`config.mk`:
```
export PLATFORM = sky130hd
export DESIGN_NAME = bram_stream_reader
export DESIGN_NICKNAME = d
export VERILOG_FILES = /design/src/rtl/bram_pkg.sv /design/src/rtl/stream_fifo.sv /design/src/rtl/bram_stream_reader.sv
export SDC_FILE = /design/constraint.sdc
export NUM_CORES = 1
export LEC_CHECK = 0
export ABC_AREA = 1
export BUFFER_PORTS_ARGS = -buffer_cell sky130_fd_sc_hd__buf_2
export CAP_MARGIN = 20
export CORE_MARGIN = 5
export CORE_UTILIZATION = 59
export DETAILED_ROUTE_END_ITERATION = 12
export GPL_TIMING_DRIVEN = 0
export PLACE_DENSITY = 0.83
export SLEW_MARGIN = 20
export SYNTH_ARGS = -nofsm -noshare
export SYNTH_HDL_FRONTEND = slang
export SYNTH_HIERARCHICAL = 1
export SYNTH_SLANG_ARGS = --single-unit
```
`constraint.sdc`:
```
create_clock -name clk -period 2.7 [get_ports clk]
set_input_delay 0.405 -clock clk [delete_from_list [all_inputs] [get_ports clk]]
set_output_delay 0.405 -clock clk [all_outputs]
set_load 0.01 [all_outputs]
```
`src/rtl/bram_pkg.sv`:
```
// Shared definitions for the BRAM read-side stream engine.
package bram_pkg;

  localparam int RD_FIFO_DEPTH = 4;
  localparam int RD_FIFO_CNT_W = $clog2(RD_FIFO_DEPTH + 1);

  typedef enum logic [1:0] {
    RD_IDLE  = 2'd0,
    RD_RUN   = 2'd1,
    RD_DRAIN = 2'd2
  } rd_state_e;

endpackage

```
`src/rtl/stream_fifo.sv`:
```
// Generic synchronous FIFO with occupancy count; DEPTH must be a power of two.
// Latency: a push is visible at the head the cycle after it is written.
// Backpressure: pushes are dropped when full; callers bound occupancy with credits.
module stream_fifo #(
  parameter int WIDTH = 8,
  parameter int DEPTH = 4,
  parameter int CNT_W = $clog2(DEPTH + 1)
) (
  input  logic             clk,
  input  logic             rst_n,
  input  logic             push_vld,
  input  logic [WIDTH-1:0] push_dat,
  input  logic             pop_rdy,
  output logic             head_vld,
  output logic [WIDTH-1:0] head_dat,
  output logic [CNT_W-1:0] count
);

  localparam int PTR_W = $clog2(DEPTH);

  logic [WIDTH-1:0] mem [DEPTH];
  logic [PTR_W-1:0] wr_ptr;
  logic [PTR_W-1:0] rd_ptr;
  logic [CNT_W-1:0] count_q;
  logic             do_push;
  logic             do_pop;

  always_comb begin
    head_vld = (count_q != '0);
    head_dat = mem[rd_ptr];
    count    = count_q;
    do_pop   = head_vld && pop_rdy;
    do_push  = push_vld && ((count_q != CNT_W'(DEPTH)) || do_pop);
  end

  // Storage is reset too so the head reads as zero straight out of reset.
  always_ff @(posedge clk or negedge rst_n) begin
    if (!rst_n) begin
      for (int i = 0; i < DEPTH; i++) begin
        mem[i] <= '0;
      end
      wr_ptr  <= '0;
      rd_ptr  <= '0;
      count_q <= '0;
    end else begin
      if (do_push) begin
        mem[wr_ptr] <= push_dat;
        wr_ptr      <= wr_ptr + 1'b1;
      end
      if (do_pop) begin
        rd_ptr <= rd_ptr + 1'b1;
      end
      case ({do_push, do_pop})
        2'b10:   count_q <= count_q + 1'b1;
        2'b01:   count_q <= count_q - 1'b1;
        default: count_q <= count_q;
      endcase
    end
  end

endmodule

```
`src/rtl/bram_stream_reader.sv`:
```
// Walks a BRAM read port for a (base, len) command and streams the words out with a last flag.
// Latency: first read 1 cycle after the command handshake, first stream word 3 cycles after.
// Backpressure: reads stall once FIFO occupancy plus in-flight reads reach the FIFO depth.
module bram_stream_reader
  import bram_pkg::*;
#(
  parameter int READ_WIDTH      = 80,
  parameter int READ_ADDR_WIDTH = 9,
  parameter int LEN_WIDTH       = READ_ADDR_WIDTH + 1
) (
  input  logic                       clk,
  input  logic                       rst,
  input  logic                       cmd_valid,
  output logic                       cmd_ready,
  input  logic [READ_ADDR_WIDTH-1:0] cmd_base,
  input  logic [LEN_WIDTH-1:0]       cmd_len,
  output logic                       mem_r_valid,
  output logic [READ_ADDR_WIDTH-1:0] mem_r_addr,
  input  logic [READ_WIDTH-1:0]      mem_r_data,
  output logic                       out_valid,
  input  logic                       out_ready,
  output logic [READ_WIDTH-1:0]      out_data,
  output logic                       out_last,
  output logic                       busy,
  output logic                       done
);

  localparam int CREDIT_W = RD_FIFO_CNT_W + 1;

  rd_state_e                  state_q;
  rd_state_e                  state_d;
  logic [READ_ADDR_WIDTH-1:0] next_addr_q;
  logic [LEN_WIDTH-1:0]       left_q;
  logic                       r_valid_q;
  logic [READ_ADDR_WIDTH-1:0] r_addr_q;
  logic                       r_last_q;
  logic                       cap_vld_q;
  logic                       cap_last_q;
  logic                       done_q;

  logic                       cmd_hs;
  logic                       cmd_zero;
  logic                       issue_vld;
  logic                       issue_last;
  logic [READ_ADDR_WIDTH-1:0] issue_addr;
  logic [CREDIT_W-1:0]        credit_used;
  logic                       credit_ok;
  logic                       drain_done;

  logic                       fifo_vld;
  logic [READ_WIDTH:0]        fifo_dat;
  logic [RD_FIFO_CNT_W-1:0]   fifo_cnt;
  logic                       fifo_pop;

  always_comb begin
    cmd_ready   = (state_q == RD_IDLE) && !done_q;
    cmd_hs      = cmd_valid && cmd_ready;
    cmd_zero    = (cmd_len == '0);
    fifo_pop    = fifo_vld && out_ready;
    // Reads in the BRAM pipeline and in the capture stage already own a FIFO slot.
    credit_used = CREDIT_W'(fifo_cnt) + CREDIT_W'(r_valid_q) + CREDIT_W'(cap_vld_q);
    credit_ok   = (credit_used < CREDIT_W'(RD_FIFO_DEPTH));
    drain_done  = !r_valid_q && !cap_vld_q &&
                  ((fifo_cnt == '0) || ((fifo_cnt == RD_FIFO_CNT_W'(1)) && fifo_pop));

    state_d    = state_q;
    issue_vld  = 1'b0;
    issue_last = 1'b0;
    issue_addr = next_addr_q;
    case (state_q)
      RD_IDLE: begin
        if (cmd_hs && !cmd_zero) begin
          issue_vld  = 1'b1;
          issue_addr = cmd_base;
          issue_last = (cmd_len == LEN_WIDTH'(1));
          state_d    = RD_RUN;
        end
      end
      RD_RUN: begin
        issue_vld  = (left_q != '0) && credit_ok;
        issue_last = (left_q == LEN_WIDTH'(1));
        if ((left_q == '0) || (issue_vld && issue_last)) begin
          state_d = RD_DRAIN;
        end
      end
      RD_DRAIN: begin
        if (drain_done) begin
          state_d = RD_IDLE;
        end
      end
      default: state_d = RD_IDLE;
    endcase
  end

  always_ff @(posedge clk or negedge rst) begin
    if (!rst) begin
      state_q     <= RD_IDLE;
      next_addr_q <= '0;
      left_q      <= '0;
      r_valid_q   <= 1'b0;
      r_addr_q    <= '0;
      r_last_q    <= 1'b0;
      cap_vld_q   <= 1'b0;
      cap_last_q  <= 1'b0;
      done_q      <= 1'b0;
    end else begin
      state_q    <= state_d;
      done_q     <= ((state_q == RD_IDLE) && cmd_hs && cmd_zero) ||
                    ((state_q == RD_DRAIN) && drain_done);
      r_valid_q  <= issue_vld;
      cap_vld_q  <= r_valid_q;
      cap_last_q <= r_valid_q && r_last_q;
      if (issue_vld) begin
        r_addr_q    <= issue_addr;
        r_last_q    <= issue_last;
        next_addr_q <= issue_addr + 1'b1;
      end
      if ((state_q == RD_IDLE) && cmd_hs && !cmd_zero) begin
        left_q <= cmd_len - 1'b1;
      end else if (issue_vld) begin
        left_q <= left_q - 1'b1;
      end
    end
  end

  stream_fifo #(
    .WIDTH (READ_WIDTH + 1),
    .DEPTH (RD_FIFO_DEPTH),
    .CNT_W (RD_FIFO_CNT_W)
  ) u_fifo (
    .clk      (clk),
    .rst_n    (rst),
    .push_vld (cap_vld_q),
    .push_dat ({cap_last_q, mem_r_data}),
    .pop_rdy  (out_ready),
    .head_vld (fifo_vld),
    .head_dat (fifo_dat),
    .count    (fifo_cnt)
  );

  always_comb begin
    mem_r_valid = r_valid_q;
    mem_r_addr  = r_addr_q;
    out_valid   = fifo_vld;
    out_data    = fifo_dat[READ_WIDTH-1:0];
    out_last    = fifo_vld && fifo_dat[READ_WIDTH];
    busy        = (state_q != RD_IDLE);
    done        = done_q;
  end

endmodule
```
==> qor.yml <==
outcome:
  run_status: "completed"
timing:
  grt_setup_unrepaired: "true"
  slew_viol_final: 0
  hold_ws_ns: 0.172
  period_needed_ns: 2.67
  finalClockSkew_ns: 0.0148
  max_freq_ghz: 0.374
  finalSetupViolations: 0
  maxSlewHeadroom_pct: 20.3
  period_share_pct: 99.0
  hold_viol_final: 0
  tightest_slew_ns: 1.20
clock_network:
  cts.sink_count: 366
  clk_pin_slew_ns: 0.06
  clk_latency_ns: 0.52
  cts_tree: "built"
  clockRootBuffer: "clkbuf_16"
  cts-buffers-inserted: 40
  htreeDepth: 2
  clockBufferDepth: 3
synth:
  synth.net_count: 2370
  ys_types: 38
  synth_seq_cells: 366
  yosysWarnings: 6
  syn_avg_cell_area_um2: 8.09
  netlist_area_mm2: 0.0182
  yosysTopAreaCell: "dfrtp_1"
  syn_inst: 2254
  synth_top_area_share_pct: 50.2
  yosysSeqAreaShare_pct: 50.2
  synthTopCellsByArea: "dfrtp_1, nand2_1, nand4_1"
critical_path:
  worst_path_most_repeated_cell: "nand2_1"
  end_kind: "register"
  cp-startpoint: "u_fifo/wr_ptr[1]"
  worst-path-max-fanout: 10
  startpoint_type: "register"
  cpPeakStageDelay_ns: 0.87
  cp.buffers_inverters: 2
  slowest_stage: "clkbuf_1"
  critical_path.top_delay_family: "buffers and inverters"
  cp_data_required_time_ns: 3.11
  r2r-start: "u_fifo/wr_ptr[1]"
  arrival_ns: 3.08
  path_class: "register to register"
  crit_chain: "ha_1 > clkbuf_1 > nand3_2 > buf_2 > nand2_1 > nand2_1"
routing:
  routed_wirelength_mm: 57.8
  drtPass1Iterations: 7
  avgRoutedWirePerCell_um: 19.7
  viasPerCell: 6.24
  dr.first_iter.drc_count: 2152
  vias: 18261
  postRouteAntennaNets: 0
  drc: 0
die:
  fp.coreArea_mm2: 0.0306
  initial_core_util_pct: 59.6
  core.rowCount: 64
  dieArea_mm2: 0.0345
  die-height_um: 186
  die_w_um: 186
  ios: 198
placement:
  post-dp-hpwl_mm: 39.3
  io_buffers: 197
  gp_congestion: 0.900
power:
  p_per_area_mw_per_mm2: 1350
  p_leak_nw: 10.8
  ir_worst_vdd_mv: 0.852
layout:
  layout.nets: 2614
  final_util_pct: 69.4
  final_cell_mix: "nand2_1, dfrtp_1, nand4_1"
  nFillCells: 2453
  layout_commonest_cell: "nand2_1"
  drive_gt1_share_pct: 17.0
  areaGrowthSynthToFinish_pct: 16.5
job:
  maxCapViolCount: 0
grt:
  grtUsageTotal_pct: 33.1
  grt_overflow: 0
  grt_pass1_wl_mm: 92.1
  grt_start_max_net_pins: 93
  grt_pass1_vias: 17918
  antenna_found_initial: 7
min_path:
  hold_class: "input port to register"
  min_from: "mem_r_data[59]"
## registers in the layout (all words and copies together) (netlist names)
name,count
u_fifo/mem,324
cap_vld_q,1
left_q,10
mem_r_addr,9
next_addr_q,9
u_fifo/count,3
mem_r_valid,1
u_fifo/wr_ptr,2
state_q,2
done,1
r_last_q,1
u_fifo/rd_ptr,2
cap_last_q,1
## cells by family after synthesis
family	synth area share [%]
adder cells (fa/ha/maj)	0.933
flip-flops	50.2
AND/OR/NAND/NOR	32.8
AO/OA/AOI/OAI	8.76
buffers and inverters	6.69
XOR/XNOR	0.624
## where the power goes
| group | switching [mW] | internal, mW | total (mW) | leakage [nW] |
|---|---|---|---|---|
| clock | 2.17 | 3.39 | 5.56 | 0.668 |
| combinational | 9.29 | 4.41 | 13.7 | 5.56 |
| sequential | 1.40 | 8.05 | 9.46 | 4.59 |
## per-layer routing
metal	vias to the layer above	routed length [um]	GRT usage [%]	part of all wire, %
met3	211	6250	7.50	11
met4	10	2690	15.2	4.7
met2	1072	26500	52.1	46
met5	-	60	0	0.10
met1	8782	22300	44.3	39
li1	8186	-	-	-
## worst register-to-register path, stage by stage (launching register included)
cell and delay [ns]:
dfrtp_1 0.40, ha_1 0.16, clkbuf_1 0.87, nand3_2 0.58, buf_2 0.39, nand2_1 0.11
nand2_1 0.06
## Yosys cell counts (all sizes together)
master and n:
o22ai 83, dfrtp 366, clkinv 1, o21ai 190
nand2 740, buf 144, fa 1, o32ai 1
xnor2 4, nand4 327, a31oi 2, nand3b 1
nand3 34, inv 52, nor3 5, nor2 209
a211oi 1, o21a 2, o211ai 5, a21oi 6
o311ai 1, ha 12, xor2 9, clkbuf 58
## area by class of cell
class                      count  area (um2)  area share (%)
antenna                        2        5.00          0.0236
buffer                       202        1040            4.92
clock buffer                  62        1220            5.77
clock inverter                 9         120           0.566
inverter                      53         209           0.984
multi-input combinational   1633        7860            37.0
sequential                   366        9160            43.1
tap                          396         495            2.33
timing repair buffer         202        1120            5.26
## per-stage QoR
stage          setup TNS (ns)  instance area, um2  total power [mW]  cells  worst slack [ns]
5_1_grt               -0.0673               21200              30.6   2925           -0.0479
6_report                    0               21200              28.7   2925            0.0266
4_1_cts                     0               21200              28.4   2923           0.00198
2_1_floorplan               0               18200              17.8   2254             0.559
3_3_place_gp         -2115.66               19700              22.2   2847             -5.82
3_5_place_dp                0               19800              22.7   2851             0.172
## worst paths after layout
path                              endpoint  slack [ns]  depth (start not counted)
hold reg to reg                  cap_vld_q        0.46                          0
hold / removal             u_fifo/mem[221]        0.17                          3
max in group asynchronous   u_fifo/mem[13]        1.13                          4
setup / recovery            u_fifo/mem[55]        0.03                          6
setup reg to reg            u_fifo/mem[55]        0.03                          6
min in group asynchronous        left_q[9]        0.40                          2
## timing repair
item	CTS	global route
resized for setup	8	18
setup buffers	0	0
endpoints found under the setup margin	65	33
hold endpoints to repair	50	0
hold buffers	1	0
gates cloned	0	0
Note: power is estimated with default switching activity, not from simulation.
